<file path="src/rtl/logic_issue_seq_pkg.sv">
// Shared types and opcode decode for the vector logic sequencer.
// Latency: n/a (declarations and a pure combinational helper only).
// Backpressure: n/a.
package vect_pkg;

  // Opcode layout is {funct6, group}. Group 0 is INT (OPIV*), group 1 is MULT (OPMVV).
  localparam logic       GRP_INT    = 1'b0;
  localparam logic [5:0] F6_VAND    = 6'b001001;
  localparam logic [5:0] F6_VOR     = 6'b001010;
  localparam logic [5:0] F6_VXOR    = 6'b001011;
  // Mask-logical ops (vmandn..vmxnor) occupy funct6 6'b011xxx in the MULT group.
  localparam logic [2:0] F6_MASK_HI = 3'b011;

  // VADD INT encoding: never decoded as a logic op, so the unit stays gated.
  localparam logic [6:0] LOGIC_NOP  = 7'h00;

  typedef enum logic [1:0] {
    IDLE  = 2'd0,
    ISSUE = 2'd1,
    DRAIN = 2'd2
  } seq_state_e;

  function automatic logic is_logic_op(input logic [6:0] ocode);
    logic [5:0] f6;
    logic       ok;
    f6 = ocode[6:1];
    if (ocode[0] == GRP_INT) begin
      ok = (f6 == F6_VAND) || (f6 == F6_VOR) || (f6 == F6_VXOR);
    end else begin
      ok = (f6[5:3] == F6_MASK_HI);
    end
    return ok;
  endfunction

endpackage

</file>
<file path="src/rtl/logic_issue_seq_pipe_stage.sv">
// EX->WB register holding the captured logic-unit result with its element index.
// Latency: 1 cycle.
// Backpressure: none; flush drops the in-flight element.
module logic_pipe_stage #(
  parameter int DATA_WIDTH = 32,
  parameter int VL_W       = 6
) (
  input  logic                  clk,
  input  logic                  rst_n,
  input  logic                  flush,
  input  logic                  in_vld,
  input  logic                  in_last,
  input  logic [VL_W-1:0]       in_idx,
  input  logic [DATA_WIDTH-1:0] in_dat,
  output logic                  out_vld,
  output logic                  out_last,
  output logic [VL_W-1:0]       out_idx,
  output logic [DATA_WIDTH-1:0] out_dat
);

  // Capture valid/last/index/data each cycle; flush kills the valid.
  always_ff @(posedge clk or negedge rst_n) begin
    if (!rst_n) begin
      out_vld  <= 1'b0;
      out_last <= 1'b0;
      out_idx  <= '0;
      out_dat  <= '0;
    end else begin
      out_vld  <= in_vld & ~flush;
      out_last <= in_last;
      out_idx  <= in_idx;
      out_dat  <= in_dat;
    end
  end

endmodule

</file>
<file path="src/rtl/logic_issue_seq.sv">
// Element sequencer feeding the vector logic unit: VRF read -> EX -> WB, one element per cycle.
// Latency: accept at cycle 0, first write at cycle 3, last write and done at cycle vl+2.
// Backpressure: instr_ready_o only in IDLE without flush; no stalls once an instruction is issued.
module logic_issue_seq
  import vect_pkg::*;
#(
  parameter int DATA_WIDTH = 32,
  parameter int MAX_VL     = 32,
  parameter int VL_W       = $clog2(MAX_VL + 1),
  parameter int REG_AW     = 5
) (
  input  logic                  module_clk_i,
  input  logic                  rst_ni,
  input  logic                  flush_i,
  input  logic                  instr_valid_i,
  output logic                  instr_ready_o,
  input  logic [6:0]            instr_ocode_i,
  input  logic [REG_AW-1:0]     instr_vd_i,
  input  logic [REG_AW-1:0]     instr_vs1_i,
  input  logic [REG_AW-1:0]     instr_vs2_i,
  input  logic [VL_W-1:0]       instr_vl_i,
  input  logic                  instr_scalar_en_i,
  input  logic [DATA_WIDTH-1:0] instr_scalar_i,
  output logic                  rf_rd_en_o,
  output logic [REG_AW-1:0]     rf_rd_reg1_o,
  output logic [REG_AW-1:0]     rf_rd_reg2_o,
  output logic [VL_W-1:0]       rf_rd_idx_o,
  input  logic [DATA_WIDTH-1:0] rf_rd_data1_i,
  input  logic [DATA_WIDTH-1:0] rf_rd_data2_i,
  output logic                  alu_e_o,
  output logic [6:0]            alu_ocode_o,
  output logic [DATA_WIDTH-1:0] alu_a_o,
  output logic [DATA_WIDTH-1:0] alu_b_o,
  input  logic [DATA_WIDTH-1:0] alu_result_i,
  output logic                  rf_wr_en_o,
  output logic [REG_AW-1:0]     rf_wr_reg_o,
  output logic [VL_W-1:0]       rf_wr_idx_o,
  output logic [DATA_WIDTH-1:0] rf_wr_data_o,
  output logic                  busy_o,
  output logic                  done_o,
  output logic                  err_o
);

  seq_state_e            state_q, state_d;
  logic                  run_q;
  logic [6:0]            ocode_q;
  logic [REG_AW-1:0]     vd_q, vs1_q, vs2_q;
  logic [VL_W-1:0]       vl_q, rd_idx_q, vl_clip;
  logic                  scalar_en_q;
  logic [DATA_WIDTH-1:0] scalar_q;
  logic                  accept, acc_legal, acc_issue, last_rd;
  logic                  imm_done_q, imm_err_q;
  logic                  ex_vld_q, ex_last_q;
  logic [VL_W-1:0]       ex_idx_q;
  logic [DATA_WIDTH-1:0] a_hold_q, b_hold_q, b_sel;
  logic                  wb_vld, wb_last;
  logic [VL_W-1:0]       wb_idx;
  logic [DATA_WIDTH-1:0] wb_dat;

  // run_q keeps ready low while reset is held so every output reads 0 in reset.
  assign instr_ready_o = run_q & (state_q == IDLE) & ~flush_i;
  assign accept        = instr_valid_i & instr_ready_o;
  assign vl_clip       = (instr_vl_i > VL_W'(MAX_VL)) ? VL_W'(MAX_VL) : instr_vl_i;
  assign acc_legal     = is_logic_op(instr_ocode_i);
  assign acc_issue     = accept & acc_legal & (vl_clip != '0);
  assign last_rd       = (rd_idx_q == vl_q - VL_W'(1));
  assign b_sel         = scalar_en_q ? scalar_q : rf_rd_data1_i;

  // Next-state: issue reads until the last index, drain until the last write retires.
  always_comb begin
    state_d = state_q;
    case (state_q)
      IDLE:    if (acc_issue) state_d = ISSUE;
      ISSUE:   if (last_rd) state_d = DRAIN;
      DRAIN:   if (wb_vld && wb_last) state_d = IDLE;
      default: state_d = IDLE;
    endcase
    if (flush_i) state_d = IDLE;
  end

  // State register plus the out-of-reset flag gating instr_ready_o.
  always_ff @(posedge module_clk_i or negedge rst_ni) begin
    if (!rst_ni) begin
      state_q <= IDLE;
      run_q   <= 1'b0;
    end else begin
      state_q <= state_d;
      run_q   <= 1'b1;
    end
  end

  // Latch the instruction fields on accept; vl is clipped to MAX_VL here.
  always_ff @(posedge module_clk_i or negedge rst_ni) begin
    if (!rst_ni) begin
      ocode_q     <= LOGIC_NOP;
      vd_q        <= '0;
      vs1_q       <= '0;
      vs2_q       <= '0;
      vl_q        <= '0;
      scalar_en_q <= 1'b0;
      scalar_q    <= '0;
    end else if (accept) begin
      ocode_q     <= instr_ocode_i;
      vd_q        <= instr_vd_i;
      vs1_q       <= instr_vs1_i;
      vs2_q       <= instr_vs2_i;
      vl_q        <= vl_clip;
      scalar_en_q <= instr_scalar_en_i;
      scalar_q    <= instr_scalar_i;
    end
  end

  // Read index counter and the one-cycle completion pulse for vl=0 / illegal opcodes.
  always_ff @(posedge module_clk_i or negedge rst_ni) begin
    if (!rst_ni) begin
      rd_idx_q   <= '0;
      imm_done_q <= 1'b0;
      imm_err_q  <= 1'b0;
    end else begin
      if (accept) rd_idx_q <= '0;
      else if (state_q == ISSUE) rd_idx_q <= rd_idx_q + VL_W'(1);
      imm_done_q <= accept & ~acc_issue;
      imm_err_q  <= accept & ~acc_legal;
    end
  end

  // EX stage tracks which read is returning this cycle.
  always_ff @(posedge module_clk_i or negedge rst_ni) begin
    if (!rst_ni) begin
      ex_vld_q  <= 1'b0;
      ex_last_q <= 1'b0;
      ex_idx_q  <= '0;
    end else begin
      ex_vld_q  <= (state_q == ISSUE) & ~flush_i;
      ex_last_q <= last_rd;
      ex_idx_q  <= rd_idx_q;
    end
  end

  // Operand hold so the unit inputs stay still while it is disabled.
  always_ff @(posedge module_clk_i or negedge rst_ni) begin
    if (!rst_ni) begin
      a_hold_q <= '0;
      b_hold_q <= '0;
    end else if (ex_vld_q) begin
      a_hold_q <= rf_rd_data2_i;
      b_hold_q <= b_sel;
    end
  end

  assign alu_e_o     = ex_vld_q;
  assign alu_ocode_o = ex_vld_q ? ocode_q : LOGIC_NOP;
  assign alu_a_o     = ex_vld_q ? rf_rd_data2_i : a_hold_q;
  assign alu_b_o     = ex_vld_q ? b_sel : b_hold_q;

  logic_pipe_stage #(
    .DATA_WIDTH(DATA_WIDTH),
    .VL_W      (VL_W)
  ) u_wb (
    .clk     (module_clk_i),
    .rst_n   (rst_ni),
    .flush   (flush_i),
    .in_vld  (ex_vld_q),
    .in_last (ex_last_q),
    .in_idx  (ex_idx_q),
    .in_dat  (alu_result_i),
    .out_vld (wb_vld),
    .out_last(wb_last),
    .out_idx (wb_idx),
    .out_dat (wb_dat)
  );

  assign rf_rd_en_o   = (state_q == ISSUE);
  assign rf_rd_reg1_o = vs1_q;
  assign rf_rd_reg2_o = vs2_q;
  assign rf_rd_idx_o  = rd_idx_q;
  assign rf_wr_en_o   = wb_vld;
  assign rf_wr_reg_o  = vd_q;
  assign rf_wr_idx_o  = wb_idx;
  assign rf_wr_data_o = wb_dat;
  // A flush landing on the final write cancels the completion of that instruction.
  assign done_o       = (wb_vld & wb_last & ~flush_i) | imm_done_q;
  assign err_o        = imm_err_q;
  assign busy_o       = (state_q != IDLE) | imm_done_q;

endmodule

</file>
<file path="config.mk">
export PLATFORM = sky130hd
export DESIGN_NAME = logic_issue_seq
export DESIGN_NICKNAME = d
export VERILOG_FILES = /design/src/rtl/logic_issue_seq_pkg.sv /design/src/rtl/logic_issue_seq_pipe_stage.sv /design/src/rtl/logic_issue_seq.sv
export SDC_FILE = /design/constraint.sdc
export NUM_CORES = 1
export LEC_CHECK = 0
export BUFFER_PORTS_ARGS = -buffer_cell sky130_fd_sc_hd__buf_2
export CELL_PAD_IN_SITES_DETAIL_PLACEMENT = 1
export CELL_PAD_IN_SITES_GLOBAL_PLACEMENT = 1
export CORE_MARGIN = 8
export CORE_UTILIZATION = 38
export DETAILED_ROUTE_END_ITERATION = 16
export PLACE_DENSITY = 0.89
export SETUP_SLACK_MARGIN = 0.4
export SLEW_MARGIN = 20
export SYNTH_ARGS = -nofsm -noshare
export SYNTH_HDL_FRONTEND = slang
export SYNTH_HIERARCHICAL = 1
export SYNTH_SLANG_ARGS = --single-unit
</file>
<file path="constraint.sdc">
create_clock -name module_clk_i -period 3.5 [get_ports module_clk_i]
set_input_delay 0.35 -clock module_clk_i [delete_from_list [all_inputs] [get_ports module_clk_i]]
set_output_delay 0.35 -clock module_clk_i [all_outputs]
set_load 0.02 [all_outputs]
</file>
## Word level (Yosys, flattened, before mapping)

Cells that the tools add are included.

- $add $sub $neg: 2
- Magnitude comparators: 1
- Equal/unequal tests: 10
- Mux-type cells: 13
- Bitwise gates (word level): 16
- Reduce and logical (&&, ||, !) cells: 8

Operators by type and width:

| cell | count |
|---|---|
| $mux W32 | 3 |
| $eq A6 B4 Y1 const B | 3 |
| $mux W6 | 3 |
| $and A1 B1 Y1 | 11 |
| $mux W2 | 4 |
| $mux W7 | 1 |
| $add A6 B1 Y6 const B | 1 |
| $eq A6 B6 Y1 | 1 |
| $gt A6 B6 Y1 const B | 1 |
| $ne A3 B3 Y1 const B | 2 |
| $pmux W2 S3 | 1 |
| $reduce_bool A6 Y1 | 1 |
| $sub A6 B1 Y6 const B | 1 |
| $reduce_bool A2 Y1 | 2 |
| $eq A3 B2 Y1 const B | 1 |
| $ne A3 B2 Y1 const B | 1 |
| $not A1 Y1 | 3 |
| $reduce_and A3 Y1 | 1 |
| $eq A2 B1 Y1 const B | 1 |
| $eq A2 B2 Y1 const B | 1 |
| $logic_not A2 Y1 | 1 |
| $logic_or A1 B1 Y1 | 2 |
| $or A1 B1 Y1 | 2 |
| $logic_and A1 B1 Y1 | 1 |
| $mux W1 | 1 |

- Flip-flop bits (word level): 184
- Input bits: 161
- Output and inout port bits: 137
- Logic and storage cells: 71

## Logic depth before layout (Yosys ltp)

- Depth in word-level cells: 9
- Mapped depth: 7
- Depth with buffers taken out: 7

## Modules after synthesis

Netlist, hierarchy kept.

By module, submodules not included:

| module | instances | cells an instance | area each (um^2) | sequential area each (um^2) |
|---|---|---|---|---|
| logic_issue_seq | 1 | 556 | 5,876.9 | 3,603.5 |
| logic_pipe_stage | 1 | 41 | 1,014.7 | 1,001.0 |

## Least setup slack after synthesis

No wires, ideal clock.

- Path type: reg2reg
- From: register state_q[0]
- To: register vs1_q[0] (netlist: rf_rd_reg1_o[0])
- Setup time: 0.065 ns
- Data arrival time: 2.104 ns
- Data required time: 3.435 ns
- Slack: 1.331 ns
- Cell stages (with the launch flop): 8
- Buffers on the path: 3
- Period minus slack after synthesis: 2.169 ns
- Cells stage by stage: dfrtp_1 > nor4b_1 > and2_1 > clkbuf_1 > buf_2 > buf_2 > nand2_1 > nand2_1

- Longest elaborated chain between the ends: 4

RTL lines:

| item | RTL line | RTL |
|---|---|---|
| start: declaration | logic_issue_seq.sv:44 | `seq_state_e state_q, state_d;` |
| start signal: assignment | logic_issue_seq.sv:87 | `state_q <= state_d;` |
| $logic_not A2 Y1 | logic_issue_seq.sv:61 | `assign instr_ready_o = run_q & (state_q == IDLE) & ~flush_i;` |
| $and A1 B1 Y1 (2 in series) | logic_issue_seq.sv:61 |  |
| net instr_ready_o | logic_issue_seq.sv:16 | `output logic instr_ready_o,` |
| $and A1 B1 Y1 | logic_issue_seq.sv:62 | `assign accept = instr_valid_i & instr_ready_o;` |
| end signal: assignment | logic_issue_seq.sv:105 | `vs1_q <= instr_vs1_i;` |
| end: declaration | logic_issue_seq.sv:47 | `logic [REG_AW-1:0] vd_q, vs1_q, vs2_q;` |

The timed path passes the listed nets, and every way through them passes these cells.
A chain may end at the register's enable or synchronous reset.

## Worst setup path in the final report

- From: register ex_vld_q (netlist: alu_e_o)
- To: output port alu_a_o[4]

- Longest elaborated chain between the ends: 1

RTL lines:

| item | RTL line | RTL |
|---|---|---|
| start: declaration | logic_issue_seq.sv:53 | `logic ex_vld_q, ex_last_q;` |
| start signal: assignment | logic_issue_seq.sv:134 | `ex_vld_q <= (state_q == ISSUE) & ~flush_i;` |
| $mux W32 | logic_issue_seq.sv:153 | `assign alu_a_o = ex_vld_q ? rf_rd_data2_i : a_hold_q;` |
| end: declaration | logic_issue_seq.sv:32 | `output logic [DATA_WIDTH-1:0] alu_a_o,` |

No other way between the ends.

==> out/results.ini <==
[synthesis]
synth_edf_count=0
syn-cell-area_um2=6890
ys_seq_elements=184
synth_top_area_share_pct=66.8
yosys.area.top_type=dfrtp_1
async_reset_ff_share_pct=100
ys.flop_type=dfrtp_1
syn_avg_cell_area_um2=11.5
yosysWarnings=6
syn-instance-count=597
yosysSeqAreaShare_pct=66.8
synth_cell_type_count=37
ys_top_cells_by_area=dfrtp_1 (67%), nand2_1 (9.6%), mux2_2 (5.4%), mux2i_1 (4.8%), a21oi_1 (2.5%)
synth_nets=760

[clocking]
cts_htree_levels=4
clock_latency_ps=420
clk_pin_slew_ps=70
numCtsBuffers=17
root_buffer=clkbuf_16
clock_sinks=184
post_cts_buffers=0
clk_path_buf_depth=2
cts_tree=yes

[grt]
antenna_found_initial=4
grt_pass1_wl_um=34000
use_met2_pct=34.8
grt_usage_pct=19.5
grt_max_degree=78
busiest_layer=met2
first_global_vias=6200
grt_use_met1_pct=21.3
gr-total-overflow=0
grt_use_met3_pct=5.77

[run_status]
status=complete, no violations

[timing]
setup_viol=0
final_max_slew_viol_count=0
min_period_over_period_pct=73.1
max_slew_margin_pct=50.5
finalClockSkew_ps=10.6
finalSetupTns_ps=0
min_period_ps=2560
max_freq_mhz=391
rsz0062_at_grt=no
tightest_slew_ps=743
hold_viol=0

[worst_setup_path]
worstPathRequired_ps=3150
slowest_stage=dfrtp_4
crit_type=reg -> out
critPathMaxFanout=63
cp.arrival_ps=2210
worstPathCellList=buf_12, mux2_2, buf_2
end_kind=primary output
path_buf_inv=2
crit_path_max_incr_delay_ps=890
crit_path_start_kind=flip-flop
cp_top_family=flip-flops

[routing]
wirelength_um=22200
postRouteAntennaNets=0
drtIter0Drc=180
dr.pass1.iters=4
viasPerCell=4.79
drcViolationCount=0
vias=5446
wl_per_cell_um=19.5

[min_path]
hold_path_class=in -> reg

[floorplan]
initial_core_util_pct=38.5
dieHeight_um=151
die_area_um2=22700
pin_count=298
core_area_um2=17900
die_width_um=151
rows=49

[flow_run]
drv_cap=0

[layout]
layout_common_cells=buf_2 (296), dfrtp_1 (182), nand2_1 (175)
layout-drive-gt1-share_pct=41.7
area_growth_pct=35.1
final_common_cell=buf_2
postLayoutCellArea_um2=9310
nets=1057
fillers=2039
fin_cells=1138

[placed_design]
placed_cell_area_um2=8670
placed_cells=1102
dp_hpwl_um=16800
place.gp.congestion=0.768
port-buffer-count=297

[power_and_ir_drop]
p_comb_share_pct=20.8
power.total_mw=5.81
pwr-share-clk_pct=34.8
switching_share_pct=30.5
p_seq_share_pct=44.4
cellPowerDensity_nw_per_um2=624
p_sw_mw=1.77
p_int_mw=4.04
p_leak_nw=4.95
ir_drop_v=0.000321

-- through the flow --
step	hold WS (ps)	utilization (%)	setup slack, ps
4_1_cts	0.0560	52.0	873
2_1_floorplan	54.4	-	1330
3_3_place_gp	332	48.4	1410
5_1_grt	2.69	52.0	822
3_5_place_dp	337	48.4	1260
6_report	26.9	52.0	941
-- kinds of logic (layout without fill, tap and decap cells) --
logic type / count (synthesis) / in the layout / synth area share, %
multiplexers: 66 / 66 / 10.2
AO/OA/AOI/OAI: 50 / 50 / 4.12
XOR/XNOR: 10 / 10 / 1.27
AND/OR/NAND/NOR: 250 / 250 / 15.3
adder cells (fa/ha/maj): 2 / 2 / 0.363
other: 1 / 3 / 0.0544
flip-flops: 184 / 184 / 66.8
buffers and inverters: 34 / 344 / 1.92
-- cell usage after synthesis, types with 4 or more instances --
cell / count
a21oi_1: 34
and2_1: 9
buf_1: 6
buf_2: 4
clkbuf_1: 20
dfrtp_1: 184
inv_1: 4
mux2_2: 33
mux2i_1: 33
nand2_1: 176
nand2b_1: 6
nand3b_1: 4
nor2_1: 40
o21ai_0: 7
xnor2_1: 5
xor2_1: 5
-- per-layer routing --
metal / wire length, µm / share of wire [%] / up-vias
li1: - / - / 2534
met1: 8380 / 38 / 2697
met2: 11800 / 53 / 177
met3: 1520 / 6.8 / 34
met4: 501 / 2.3 / 4
met5: 27 / 0.12 / -
-- flip-flops by register name (all words and copies together), names as in the netlist --
| register | cells |
|---|---|
| b_hold_q | 32 |
| rf_rd_reg2_o | 5 |
| rf_wr_reg_o | 5 |
| u_wb/out_dat | 32 |
| rf_rd_reg1_o | 5 |
| alu_e_o | 1 |
| rf_rd_idx_o | 6 |
| u_wb/out_last | 1 |
| scalar_q | 32 |
| scalar_en_q | 1 |
| u_wb/out_vld | 1 |
| state_q | 2 |
| err_o | 1 |
| ocode_q | 7 |
| u_wb/out_idx | 6 |
| ex_last_q | 1 |
| imm_done_q | 1 |
| run_q | 1 |
| a_hold_q | 32 |
| vl_q | 6 |
| ex_idx_q | 6 |
-- timing repair --
item                                   4_1_cts  5_1_grt
endpoints found under the hold margin       75        0
hold buffers                                 2        0
gates resized for setup                      0        0
-- power groups by stage --
stage	clock network, mW	logic, mW	registers, mW
after global placement	0	1.17	2.60
final	2.02	1.21	2.58
after global routing	2.16	1.32	2.61
after CTS	2.08	1.23	2.58
after detailed placement	0	1.22	2.62
after floorplan	0	0.661	2.64
-- final timing paths --
path	slack, ps	cells past startpoint	end	startpoint
setup / recovery	940	3	alu_a_o[4]	alu_e_o
hold / removal	30	1	u_wb/out_dat[8]	alu_result_i[8]
setup reg to reg	1370	5	rf_rd_reg2_o[1]	state_q[1]
hold reg to reg	350	0	u_wb/out_idx[0]	ex_idx_q[0]
max in group asynchronous	2120	3	scalar_q[6]	rst_ni
min in group asynchronous	550	2	ex_idx_q[0]	rst_ni
-- cell type report --
type,count,area (µm²),share of cell area [%]
Sequential cell,184,4610,49.5
Clock buffer,18,429,4.61
Timing Repair Buffer,308,1620,17.4
Antenna cell,2,5.00,0.0538
Clock inverter,14,188,2.02
Multi-Input combinational cell,379,2160,23.2
Tap cell,229,287,3.08
Inverter,4,15.0,0.161
Note: power is estimated with default switching activity, not from simulation.
